[src/rtl/pwm_pkg.sv]
// Shared PWM constants and the capture FSM state encoding.
package pwm_pkg;

  localparam int                DUTY_W   = 7;
  localparam logic [DUTY_W-1:0] DUTY_MAX = 7'd127;
  localparam int                DIR_BIT  = 7;

  typedef enum logic [1:0] {
    IDLE = 2'd0,
    HIGH = 2'd1,
    LOW  = 2'd2
  } cap_state_t;

endpackage

[src/rtl/pwm_duty_div.sv]
// Restoring unsigned divider producing a 7-bit duty quotient.
// start loads the operands, seven cycles each retire one quotient bit, and
// done is raised in the following cycle while the quotient is stable.
// A start during the done cycle reloads immediately.
module pwm_duty_div
  import pwm_pkg::*;
#(
  parameter int CNT_W = 16
) (
  input  logic              clk,
  input  logic              reset,
  input  logic              start,
  input  logic [CNT_W+6:0]  dividend,
  input  logic [CNT_W-1:0]  divisor,
  output logic              busy,
  output logic              done,
  output logic [DUTY_W-1:0] quotient
);

  logic [CNT_W-1:0]  rem;
  logic [CNT_W-1:0]  dvs;
  logic [DUTY_W-1:0] low;
  logic [DUTY_W-1:0] quo;
  logic [2:0]        step;
  logic [CNT_W:0]    trial;
  logic [CNT_W-1:0]  diff;
  logic              ge;

  // The partial remainder always stays below the divisor, so one extra bit
  // is enough to hold the shifted trial value.
  assign trial = {rem, low[DUTY_W-1]};
  assign ge    = (trial >= {1'b0, dvs});
  assign diff  = trial[CNT_W-1:0] - dvs;

  // Load, then shift-subtract one quotient bit per cycle.
  always_ff @(posedge clk or negedge reset) begin
    if (!reset) begin
      busy <= 1'b0;
      step <= 3'd0;
      rem  <= '0;
      dvs  <= '0;
      low  <= '0;
      quo  <= '0;
    end else if (start) begin
      busy <= 1'b1;
      step <= 3'd0;
      rem  <= dividend[CNT_W+6:7];
      low  <= dividend[6:0];
      dvs  <= divisor;
      quo  <= '0;
    end else if (busy) begin
      if (step != 3'd7) begin
        step <= step + 3'd1;
        rem  <= ge ? diff : trial[CNT_W-1:0];
        low  <= {low[DUTY_W-2:0], 1'b0};
        quo  <= {quo[DUTY_W-2:0], ge};
      end else begin
        busy <= 1'b0;
      end
    end
  end

  assign done     = busy && (step == 3'd7);
  assign quotient = quo;

endmodule

[src/rtl/pwm_capture.sv]
// PWM capture: measures high time and period of a synchronized PWM input,
// recovers {dir, duty} and flags a stuck input after TIMEOUT idle cycles.
module pwm_capture
  import pwm_pkg::*;
#(
  parameter int CNT_W   = 16,
  parameter int TIMEOUT = 65535
) (
  input  logic             clk,
  input  logic             reset,
  input  logic             pwm_in,
  input  logic             dir_in,
  output logic [7:0]       pwm_val_out,
  output logic [CNT_W-1:0] high_cnt,
  output logic [CNT_W-1:0] period_cnt,
  output logic             valid,
  output logic             stuck,
  output logic             overrun
);

  localparam logic [CNT_W-1:0] TMO = CNT_W'(TIMEOUT);

  logic pwm_p0, p_s, p_s_prev;
  logic dir_p0, d_s;
  logic [2:0] prime;
  logic rise, fall;

  cap_state_t       state, state_nxt;
  logic [CNT_W-1:0] cnt, cnt_nxt, cnt_inc;
  logic [CNT_W-1:0] hi, hi_nxt;
  logic [CNT_W-1:0] hi_job, per_job;
  logic             dir_job;
  logic             start, drop, tmo, clr_stuck;

  logic              div_busy, div_done;
  logic [DUTY_W-1:0] div_q;

  // Two-flop synchronizers plus the previous sample for edge detection.
  always_ff @(posedge clk or negedge reset) begin
    if (!reset) begin
      pwm_p0   <= 1'b0;
      p_s      <= 1'b0;
      p_s_prev <= 1'b0;
      dir_p0   <= 1'b0;
      d_s      <= 1'b0;
      prime    <= 3'b000;
    end else begin
      pwm_p0   <= pwm_in;
      p_s      <= pwm_p0;
      p_s_prev <= p_s;
      dir_p0   <= dir_in;
      d_s      <= dir_p0;
      prime    <= {prime[1:0], 1'b1};
    end
  end

  // Edges are trusted only once the synchronizer holds real samples, so a
  // line already high when reset releases is not mistaken for a fresh rise.
  assign rise    = prime[2] & p_s & ~p_s_prev;
  assign fall    = prime[2] & ~p_s & p_s_prev;
  assign cnt_inc = (cnt == TMO) ? cnt : cnt + CNT_W'(1);

  // Next-state logic: edge tracking, counting and timeout detection.
  always_comb begin
    state_nxt = state;
    cnt_nxt   = cnt;
    hi_nxt    = hi;
    start     = 1'b0;
    drop      = 1'b0;
    tmo       = 1'b0;
    clr_stuck = 1'b0;
    case (state)
      IDLE: begin
        if (rise) begin
          cnt_nxt   = CNT_W'(1);
          state_nxt = HIGH;
          clr_stuck = 1'b1;
        end
      end
      HIGH: begin
        if (fall) begin
          hi_nxt    = cnt;
          cnt_nxt   = cnt_inc;
          state_nxt = LOW;
        end else if (cnt == TMO) begin
          tmo       = 1'b1;
          cnt_nxt   = '0;
          state_nxt = IDLE;
        end else begin
          cnt_nxt = cnt_inc;
        end
      end
      LOW: begin
        if (rise) begin
          cnt_nxt   = CNT_W'(1);
          state_nxt = HIGH;
          // A divider finishing this cycle counts as free.
          if (!div_busy || div_done) start = 1'b1;
          else                       drop  = 1'b1;
        end else if (cnt == TMO) begin
          tmo       = 1'b1;
          cnt_nxt   = '0;
          state_nxt = IDLE;
        end else begin
          cnt_nxt = cnt_inc;
        end
      end
      default: state_nxt = IDLE;
    endcase
  end

  // FSM, counter and the operands of the measurement being divided.
  always_ff @(posedge clk or negedge reset) begin
    if (!reset) begin
      state   <= IDLE;
      cnt     <= '0;
      hi      <= '0;
      hi_job  <= '0;
      per_job <= '0;
      dir_job <= 1'b0;
    end else begin
      state <= state_nxt;
      cnt   <= cnt_nxt;
      hi    <= hi_nxt;
      if (start) begin
        hi_job  <= hi;
        per_job <= cnt;
        dir_job <= d_s;
      end
    end
  end

  pwm_duty_div #(.CNT_W(CNT_W)) u_div (
    .clk      (clk),
    .reset    (reset),
    .start    (start),
    .dividend ({hi, 7'd0}),
    .divisor  (cnt),
    .busy     (div_busy),
    .done     (div_done),
    .quotient (div_q)
  );

  // Output registers: timeout report or finished measurement, plus flags.
  always_ff @(posedge clk or negedge reset) begin
    if (!reset) begin
      pwm_val_out <= '0;
      high_cnt    <= '0;
      period_cnt  <= '0;
      valid       <= 1'b0;
      stuck       <= 1'b0;
      overrun     <= 1'b0;
    end else begin
      valid   <= 1'b0;
      overrun <= drop;
      if (tmo) begin
        stuck                    <= 1'b1;
        pwm_val_out[DIR_BIT]     <= d_s;
        pwm_val_out[DUTY_W-1:0]  <= p_s ? DUTY_MAX : '0;
        high_cnt                 <= '0;
        period_cnt               <= '0;
        valid                    <= 1'b1;
      end else if (div_done) begin
        pwm_val_out[DIR_BIT]     <= dir_job;
        pwm_val_out[DUTY_W-1:0]  <= div_q;
        high_cnt                 <= hi_job;
        period_cnt               <= per_job;
        valid                    <= 1'b1;
      end
      if (clr_stuck) stuck <= 1'b0;
    end
  end

endmodule

[config.mk]
export PLATFORM = sky130hd
export DESIGN_NAME = pwm_capture
export DESIGN_NICKNAME = d
export VERILOG_FILES = /design/src/rtl/pwm_pkg.sv /design/src/rtl/pwm_duty_div.sv /design/src/rtl/pwm_capture.sv
export SDC_FILE = /design/constraint.sdc
export NUM_CORES = 1
export LEC_CHECK = 0
export CAP_MARGIN = 20
export CORE_MARGIN = 2
export CORE_UTILIZATION = 50
export CTS_CLUSTER_SIZE = 40
export DETAILED_ROUTE_END_ITERATION = 12
export MAX_ROUTING_LAYER = met4
export PLACE_DENSITY_LB_ADDON = 0.05
export SYNTH_ARGS = -nofsm -noshare
export SYNTH_HDL_FRONTEND = slang
export SYNTH_HIERARCHICAL = 1
export SYNTH_SLANG_ARGS = --single-unit
[constraint.sdc]
create_clock -name clk -period 5.1 [get_ports clk]
set_clock_uncertainty 0.05 [all_clocks]
set_input_delay 0.765 -clock clk [delete_from_list [all_inputs] [get_ports clk]]
set_output_delay 0.765 -clock clk [all_outputs]
set_load 0.005 [all_outputs]
==> flow_results.org, run 1 <==
** Clock network
- TritonCTS Sinks :: between 150 and 200
- The longest clock path from root to sink contains 2 buffers.
- Resized cells post-CTS :: 0
- CTS placed an instance of clkbuf_16 at the clock tree root.
- For the worst-skew pair, the clock arrives at the later sink with an insertion delay of 0.43 ns.
- Clock-pin slew was measured on the worst setup and hold paths at about 0.07 ns.
- The number of clock buffers added by TritonCTS is 17.
- Count of hold-fix buffers inserted at cts :: 0
- TritonCTS built the clock tree.
- H-Tree Level Count :: 4
- Number of post-CTS setup repair buffers :: 0

** Worst setup path
- CP top delay family :: simple AND/OR/NAND/NOR gates
- Worst R2R Path Depth :: 8
- Data on the critical path arrives at its endpoint at 3.47 ns.
- The worst register-to-register path has a setup slack of around 1.9 ns.
- Critical path's largest stage delay :: about 0.92 ns
- The startpoint identified for the worst register-to-register timing path is cnt[1].
- Category of the worst setup path capture point :: flop
- Startpoint types :: flop
- Most Frequent Cell on Critical Path :: ha_1
- Setup CP Type :: flop to flop
- The endpoint identified for the worst register-to-register timing path is cnt[0].
- List of cells traversed by the critical path :: ha_1 -> nand4_2 -> nor4_4 -> inv_2 -> ha_1 -> o211ai_1 -> a211oi_1 -> a21oi_1
- The critical path crosses 8 cells after its start point.
- Among all stages on the critical path, the largest delay is contributed by nor4_4.
- Endpoint required time on the critical path :: 5.35 ns
- Along the worst path, the maximum fanout reaches 14.
- In this run the worst setup path terminates at cnt[0].
- The most critical setup path has its startpoint at cnt[1].
- Total buffers and inverters traversed by the critical path :: 1

** Floorplanning
- Core Area :: 15900 um^2
- Total die area :: about 17000 um^2
- I/O pin total :: 47
- The initial utilization of the core area, before any placement, comes to 0.515.
- The die is ~130 um tall.
- In this run the core area contains 46 standard-cell rows.
- Chip Width :: around 130 um

** Power
- Leak Pwr :: ~4.2 nW
- In this run the power density over the cells is about 460 nW/um^2.
- Across the VDD grid, the largest voltage drop is 0.288 mV.

** Route
- Number of vias per cell :: between 5 and 6
- The detailed router placed roughly 6300 vias in this run.
- Total routed wirelength :: just over 20 mm
- Post-DRT Antenna Nets :: 0
- In the final routed layout, each cell accounts on average for about 19 um.
- Residual DRC count :: 0
- Number of optimization iterations in the first detailed-route pass :: 5
- In this run, the number of DRC markers left after iteration 0 of detailed routing was 408.

** Status
- The run finished with clean final reports.

** Finish
- Layout cells sized above 1 :: 0.115
- From synthesis to final layout, the design area changed by 15.3%.
- Nets :: 884
- The filler cells instantiated in the layout total 1379.
- Antenna diode count :: 0
- Area occupied by multi-input gates :: about 3700 um^2
- Once layout is done, the placed cells without fillers occupy around 9500 um^2.
- Top library cells by usage in the layout, fill and taps aside :: dfrtp_1, nand2_1, nor2_1, a21oi_1, mux2i_1
- Sequential cell area :: roughly 4200 um^2
- The library cell used most frequently in the layout, excluding fill and tap cells, is dfrtp_1.

** Synthesis
- Average footprint of a synthesized cell :: a little over 10 um^2
- The synthesized design contains roughly 170 register bits.
- Number of warnings reported in the yosys synthesis log :: 6
- Cells after synthesis :: between 800 and 900
- After synthesis, the share of flip-flops with an asynchronous set or reset is 1.00.
- The synthesized netlist occupies a cell area of 8200 um^2.
- In this run, synthesis inferred 0 flip-flops with an integrated enable.
- Sequential area share after synthesis :: 0.512
- Unique masters post-synth :: between 70 and 80
- Top FF cell, synth :: dfrtp_1

** Place
- Routability-driven placement finished with a final weighted congestion of a little over 0.9.
- Number of buffers added on ports :: 46
- Placed Area :: ~8900 um^2
- DP Wirelength :: ~14 mm

** Min path
- The worst hold path belongs to the class flop to flop.

** Timing
- Setup violations remaining at the end of the flow were counted as 0.
- Fin. max-slew vios :: 0
- Number of failing hold endpoints at the final stage :: 0
- Based on the critical path, the design can be clocked at up to about 310 MHz.
- In the final timing run, aggregate negative setup slack is 0 ns.
- Setup repair after global routing left no endpoint under its margin.
- Tightest slew margin relative to the limit :: 0.317
- Of the available clock period, the critical path in the final layout requires 0.631.
- Slew at the pin with the worst max-slew slack :: 1.03 ns
- Final Critical Period :: around 3.2 ns

** Global routing
- First-pass GRT wire length :: about 33 mm
- Initial antenna violation count :: 0
- Across every metal layer, demand over resource in global routing totals 0.250.
- Summed over all layers, the global routing overflow is 0.
- The number of global-route vias before repair is around 6200.
- Largest net degree at the start of global routing :: just under 80

** Run
- Max-cap violations in this run came to 0.
metrics by stage:
| stage | utilization | worst slack (ns) | hold slack [ns] | cells | power, mW |
|---|---|---|---|---|---|
| detailed placement | 0.556 | 1.92 | 0.286 | 1051 | 3.06 |
| CTS | 0.593 | 1.92 | 0.303 | 1083 | 4.35 |
| global placement | 0.556 | 2.02 | 0.282 | 1051 | 3.03 |
| global route | 0.594 | 1.71 | 0.306 | 1084 | 4.59 |
| floorplan | - | 2.27 | 0.281 | 822 | 2.69 |
| finish | 0.594 | 1.88 | 0.299 | 1084 | 4.34 |
cells by family (layout without fill, tap and decap cells):
logic type                 count (synthesis)  after routing  share of synthesized area
and+or+nand+nor                          270            270                      0.146
AOI/OAI and AO/OA                        183            183                      0.146
DFF                                      168            168                      0.512
muxes                                     84             84                      0.108
buffers and inverters                     76            122                     0.0387
adders and majority gates                 25             25                     0.0390
xor gates and xnor gates                   8              8                    0.00854
other                                      2              8                   0.000915
final cells by class:
class / count / area share
Sequential cell: 168 / 0.444
Multi-Input combinational cell: 578 / 0.393
Timing Repair Buffer: 58 / 0.0583
Clock buffer: 17 / 0.0450
Tap cell: 216 / 0.0286
Clock inverter: 15 / 0.0181
Inverter: 32 / 0.0127
per-layer routing:
layer / GRT usage / wire length [um] / vias up
met5: - / 0 / -
met4: 0.0725 / 291 / 0
met3: 0.0408 / 897 / 30
met2: 0.409 / 10300 / 183
met1: 0.323 / 9080 / 3166
li1: - / - / 2940
worst reg2reg max path: cells and delay by family, from the launching register on:
family                   cells  cell delay, ns
AND/OR/NAND/NOR              2            1.15
adder cells (fa/ha/maj)      2            0.69
flip-flops                   1            0.51
AO/OA/AOI/OAI                3            0.40
buffers and inverters        1            0.29
flip-flops by register name (all words and copies together) (netlist names):
name            count
p_s                 1
high_cnt           16
dir_job             1
u_div/low           7
u_div/busy          1
stuck               1
overrun             1
valid               1
pwm_p0              1
period_cnt         16
u_div/rem          16
hi                 16
d_s                 1
u_div/dvs          16
u_div/step          3
state               2
per_job            16
cnt                16
p_s_prev            1
dir_p0              1
pwm_val_out         8
u_div/quotient      7
prime               3
hi_job             16
synth_stat cells (all sizes together) (3+ instances only):
cell type	n	area share
or3	5	0.0038
nor2	77	0.036
o21a	5	0.0046
a21o	8	0.0073
nand2b	8	0.0061
ha	24	0.037
nor4	5	0.0056
and2	3	0.0023
a21oi	58	0.035
nor3b	3	0.0027
nand4	7	0.0061
a211oi	4	0.0037
o221ai	4	0.0043
and3	5	0.0040
o21ai	45	0.027
xnor2	6	0.0064
a31oi	14	0.011
mux2	35	0.048
clkbuf	27	0.013
dfrtp	168	0.51
nand3	10	0.0061
o211ai	9	0.0088
or2	3	0.0023
or4	3	0.0027
buf	17	0.012
o31ai	7	0.0064
mux2i	49	0.060
nand2	127	0.058
inv	32	0.015
nor3	9	0.0061
power by group:
group | total [mW] | switching (mW) | internal (mW)
registers | 1.60 | 0.137 | 1.46
logic | 1.47 | 0.913 | 0.561
clock network | 1.27 | 0.610 | 0.660
how the worst min path moves through the flow:
stage | from | endpoint | depth (start not counted)
floorplan | dir_p0 | d_s | 0
CTS | prime[0] | prime[1] | 0
finish | prime[0] | prime[1] | 0
global placement | prime[0] | prime[1] | 0
detailed placement | prime[0] | prime[1] | 0
global route | pwm_p0 | p_s | 0
(Power assumes the default switching activity.)
==> inputs of run 2 (changes only) <==
Clock period 5.1 ns to 2.6 ns, I/O delays scaled along.
==> run 2 against run 1 <==
Die area is the same. Count of clock-buffer cells in the layout grew 1. Sequential share of layout area shrank 2.2 points. Worst setup slack lost 1.8 ns. Sequential power grew 94%. Combinational power grew 140%. Flip-flop and latch count is the same. Design area grew 5.2%. Core utilization grew 3.1 points. Routed wire length shrank 1.1%. Critical path depth grew 1. First-iteration DRC count shrank 10%. Highest routed layer unchanged.
==> flow_results.org, run 2 (synthesis gave the netlist of run 1 again) <==
** Route
- The final wirelength was 20.4 mm (was 20.6 mm).
- The routed length per instance was 18.1 um (was 19.0 um).
- Via total after detailed routing :: 6303 (was 6319)
- Number of vias per cell :: 5.59 (was 5.83)
- Residual DRC count :: 0 (unchanged)
- DRT iter0 DRCs :: 367 (was 408)
- Post-DRT Antenna Nets :: 0 (unchanged)
- The number of optimization iterations in the first detailed-route pass is 4 (was 5).

** Clock network
- Buffer levels on the longest clock path :: 2 (unchanged)
- TritonCTS Sinks :: 168 (unchanged)
- Worst-skew pair later-pin latency :: 0.43 ns (about the same)
- The cell at the root of the clock tree is clkbuf_16 (unchanged).
- H-Tree Level Count :: 4 (unchanged)
- CTS buffer count :: 17 (unchanged)
- Clock Pin Slew Worst Setup and Hold Paths :: 0.07 ns (about the same)
- Clock tree from TritonCTS :: yes (unchanged)

** Finish
- Layout cells sized above 1 :: 0.170 (was 0.115)
- Most common library cell in the layout ignoring fill and taps :: dfrtp_1 (unchanged)
- Layout fillers :: 1333 (was 1379)
- Top library cells by usage in the layout, fill and taps aside: dfrtp_1, nand2_1, nor2_1, a21oi_1, mux2i_1 (unchanged).
- The multi-input combinational cell area was 3810 um^2 (was 3720 um^2).
- Antenna diode count :: 0 (unchanged)
- The storage element area was 4210 um^2 (was 4200 um^2).
- The count of nets after finishing is 928 (was 884).
- The signed area change from the synthesized netlist to the final layout came to 21.3% (was 15.3%).

** Worst setup path
- The category of the worst setup path launch point is a flop (unchanged).
- The nature of the critical path endpoint was a flop (unchanged).
- The required time of the critical path came to 2.84 ns (was 5.35 ns).
- Master of the slowest instance on the critical path :: or3_1 (was nor4_4)
- Setup CP Type :: flop to flop (unchanged)
- Critical-path maximum fanout :: 13 (was 14)
- The depth of the worst register-to-register path was 9 (was 8).
- The arrival time of the worst setup path is 2.77 ns (was 3.47 ns).
- List of cells traversed by the critical path :: ha_2 -> nand4_1 -> or3_1 -> o211ai_2 -> buf_4 -> o31a_1 -> buf_12 -> mux2i_1 -> o221ai_1 (was ha_1 -> nand4_2 -> nor4_4 -> inv_2 -> ha_1 -> o211ai_1 -> a211oi_1 -> a21oi_1)
- Critical path's largest stage delay :: 0.43 ns (was 0.92 ns)
- The reg-to-reg setup timing slack came to 0.07 ns (was 1.88 ns).

** Timing
- Setup repair after global routing missed its margin: yes (was no).
- The hold slack came to 0.302 ns (was 0.299 ns).
- Slew at the pin with the worst max-slew slack :: 0.753 ns (was 1.03 ns)
- Setup slack of the critical path after layout :: 0.0731 ns (was 1.88 ns)
- Finish-stage setup viols :: 0 (unchanged)
- Number of failing hold endpoints at the final stage :: 0 (unchanged)
- Crit share post-route :: 0.972 (was 0.631)
- Fin. max-slew vios :: 0 (unchanged)
- The worst slew margin relative to its limit is 0.498 (was 0.317).
- Final Critical Period :: 2.53 ns (was 3.22 ns)
- Highest Clock Rate :: 396 MHz (was 311 MHz)

** Global routing
- GR Overflow Total :: 0 (unchanged)
- The maximum number of pins on one net before global-route repair is 85 (was 77).
- The number of global-route vias before repair was 6372 (was 6207).
- The number of antenna violations at the first check in global routing was 0 (unchanged).
- Aggregate global-route resource usage :: 0.252 (was 0.250)
- First-pass GRT wire length :: 33.7 mm (was 33.2 mm)

** Run
- Max Cap Violations :: 0 (unchanged)

** Place
- DP Wirelength :: 14.3 mm (was 14.1 mm)
- The routability congestion estimate from global placement is 0.880 (was 0.935).
- Number of buffers added on ports :: 46 (unchanged)
- The setup slack after placement came to 0.0133 ns (was 1.92 ns).

** Power
- Max VDD drop :: 0.459 mV (was 0.288 mV)
- The overall power after layout came to 9.07 mW (was 4.34 mW).
- Power per Cell Area :: 911 nW/um^2 (was 459 nW/um^2)
- The leakage power figure came to 4.48 nW (was 4.24 nW).

** Floorplanning
- Chip Width :: 132 um (unchanged)
- Total die area :: 17400 um^2 (unchanged)
- Initial cell density of the core :: 0.515 (unchanged)
- The vertical die dimension came to 132 um (unchanged).
- Number of rows in the core area :: 46 (unchanged)
- The placeable core area is 15900 um^2 (unchanged).
- The number of top-level pins was 47 (unchanged).

** Min path
- The number of stages on the worst hold path is 0 (unchanged).
- Hold WC Path Type :: flop to flop (unchanged)

** Status
- Status: finished, final reports clean (unchanged).
## run 2: changes by cell type in the layout (fill, tap and decap cells not counted), sizes merged
cell / previous run / this run
buf: 13 / 56
clkinv: 7 / 4
clkinvlp: 0 / 2
inv: 40 / 38
bufinv: 0 / 1
clkbuf: 17 / 18
dlygate4sd3: 0 / 1
## run 2: final timing paths
check	from	to
min in group asynchronous	reset	u_div/rem[11]
setup reg to reg	u_div/rem[7]	u_div/rem[6]
hold / removal	prime[1]	prime[2]
hold reg to reg	prime[1]	prime[2]
setup / recovery	u_div/rem[7]	u_div/rem[6]
max in group asynchronous	reset	u_div/rem[0]
## run 2: power by group
| part | switching [mW] | internal [mW] | leakage [nW] | total [mW] |
|---|---|---|---|---|
| Combinational | 1.96 | 1.50 | 1.93 | 3.46 |
| Clock | 1.13 | 1.37 | 0.282 | 2.50 |
| Sequential | 0.233 | 2.87 | 2.27 | 3.10 |
## run 2: through the flow
step	util	instance area (um^2)	cells	TNS (ns)
final	0.624	9950	1127	0
after global routing	0.624	9950	1127	-0.0529
after CTS	0.617	9840	1123	0
after detailed placement	0.579	9230	1091	0
after global placement	0.579	9230	1091	0
after floorplan	-	8240	822	-0.0165
## run 2: metal layers
layer | vias to the layer above | track usage | share of wire
met5 | - | - | 0
met4 | 0 | 0.0821 | 0.022
met3 | 37 | 0.0423 | 0.036
met2 | 168 | 0.394 | 0.48
met1 | 3079 | 0.336 | 0.46
li1 | 3019 | - | -
## run 2: cell type report
| class | instances | share of cell area |
|---|---|---|
| clock buffers | 18 | 0.0441 |
| well taps | 216 | 0.0272 |
| repair buffers | 102 | 0.0977 |
| flip-flops and latches | 168 | 0.423 |
| clock inverters | 13 | 0.0141 |
| inverters | 32 | 0.0121 |
| multi-input cells | 578 | 0.382 |
## run 2: critical path: cells and delay by family, from the launching register on
family	cells	cell delay (ns)
compound gates	3	0.50
flops	1	0.40
buf+inv	2	0.30
simple gates	2	0.55
mux	1	0.18
fa+ha+maj	1	0.39
## run 2: repair_timing
| action | in CTS | in global routing |
|---|---|---|
| pin swaps | 0 | 4 |
| buffers inserted | 0 | 4 |
| endpoints found under the setup margin | 1 | 16 |
| cloned | 0 | 0 |
| gates resized for setup | 1 | 12 |
| hold buffers | 1 | 0 |
| endpoints found under the hold margin | 65 | 0 |
==> inputs of run 3 (changes only) <==
Settings changed: CTS_CLUSTER_SIZE 40 to default, HOLD_SLACK_MARGIN from default to 0.08.
==> results of run 3 <==
No change in the layout: final DEF, timing and power equal those of run 2.
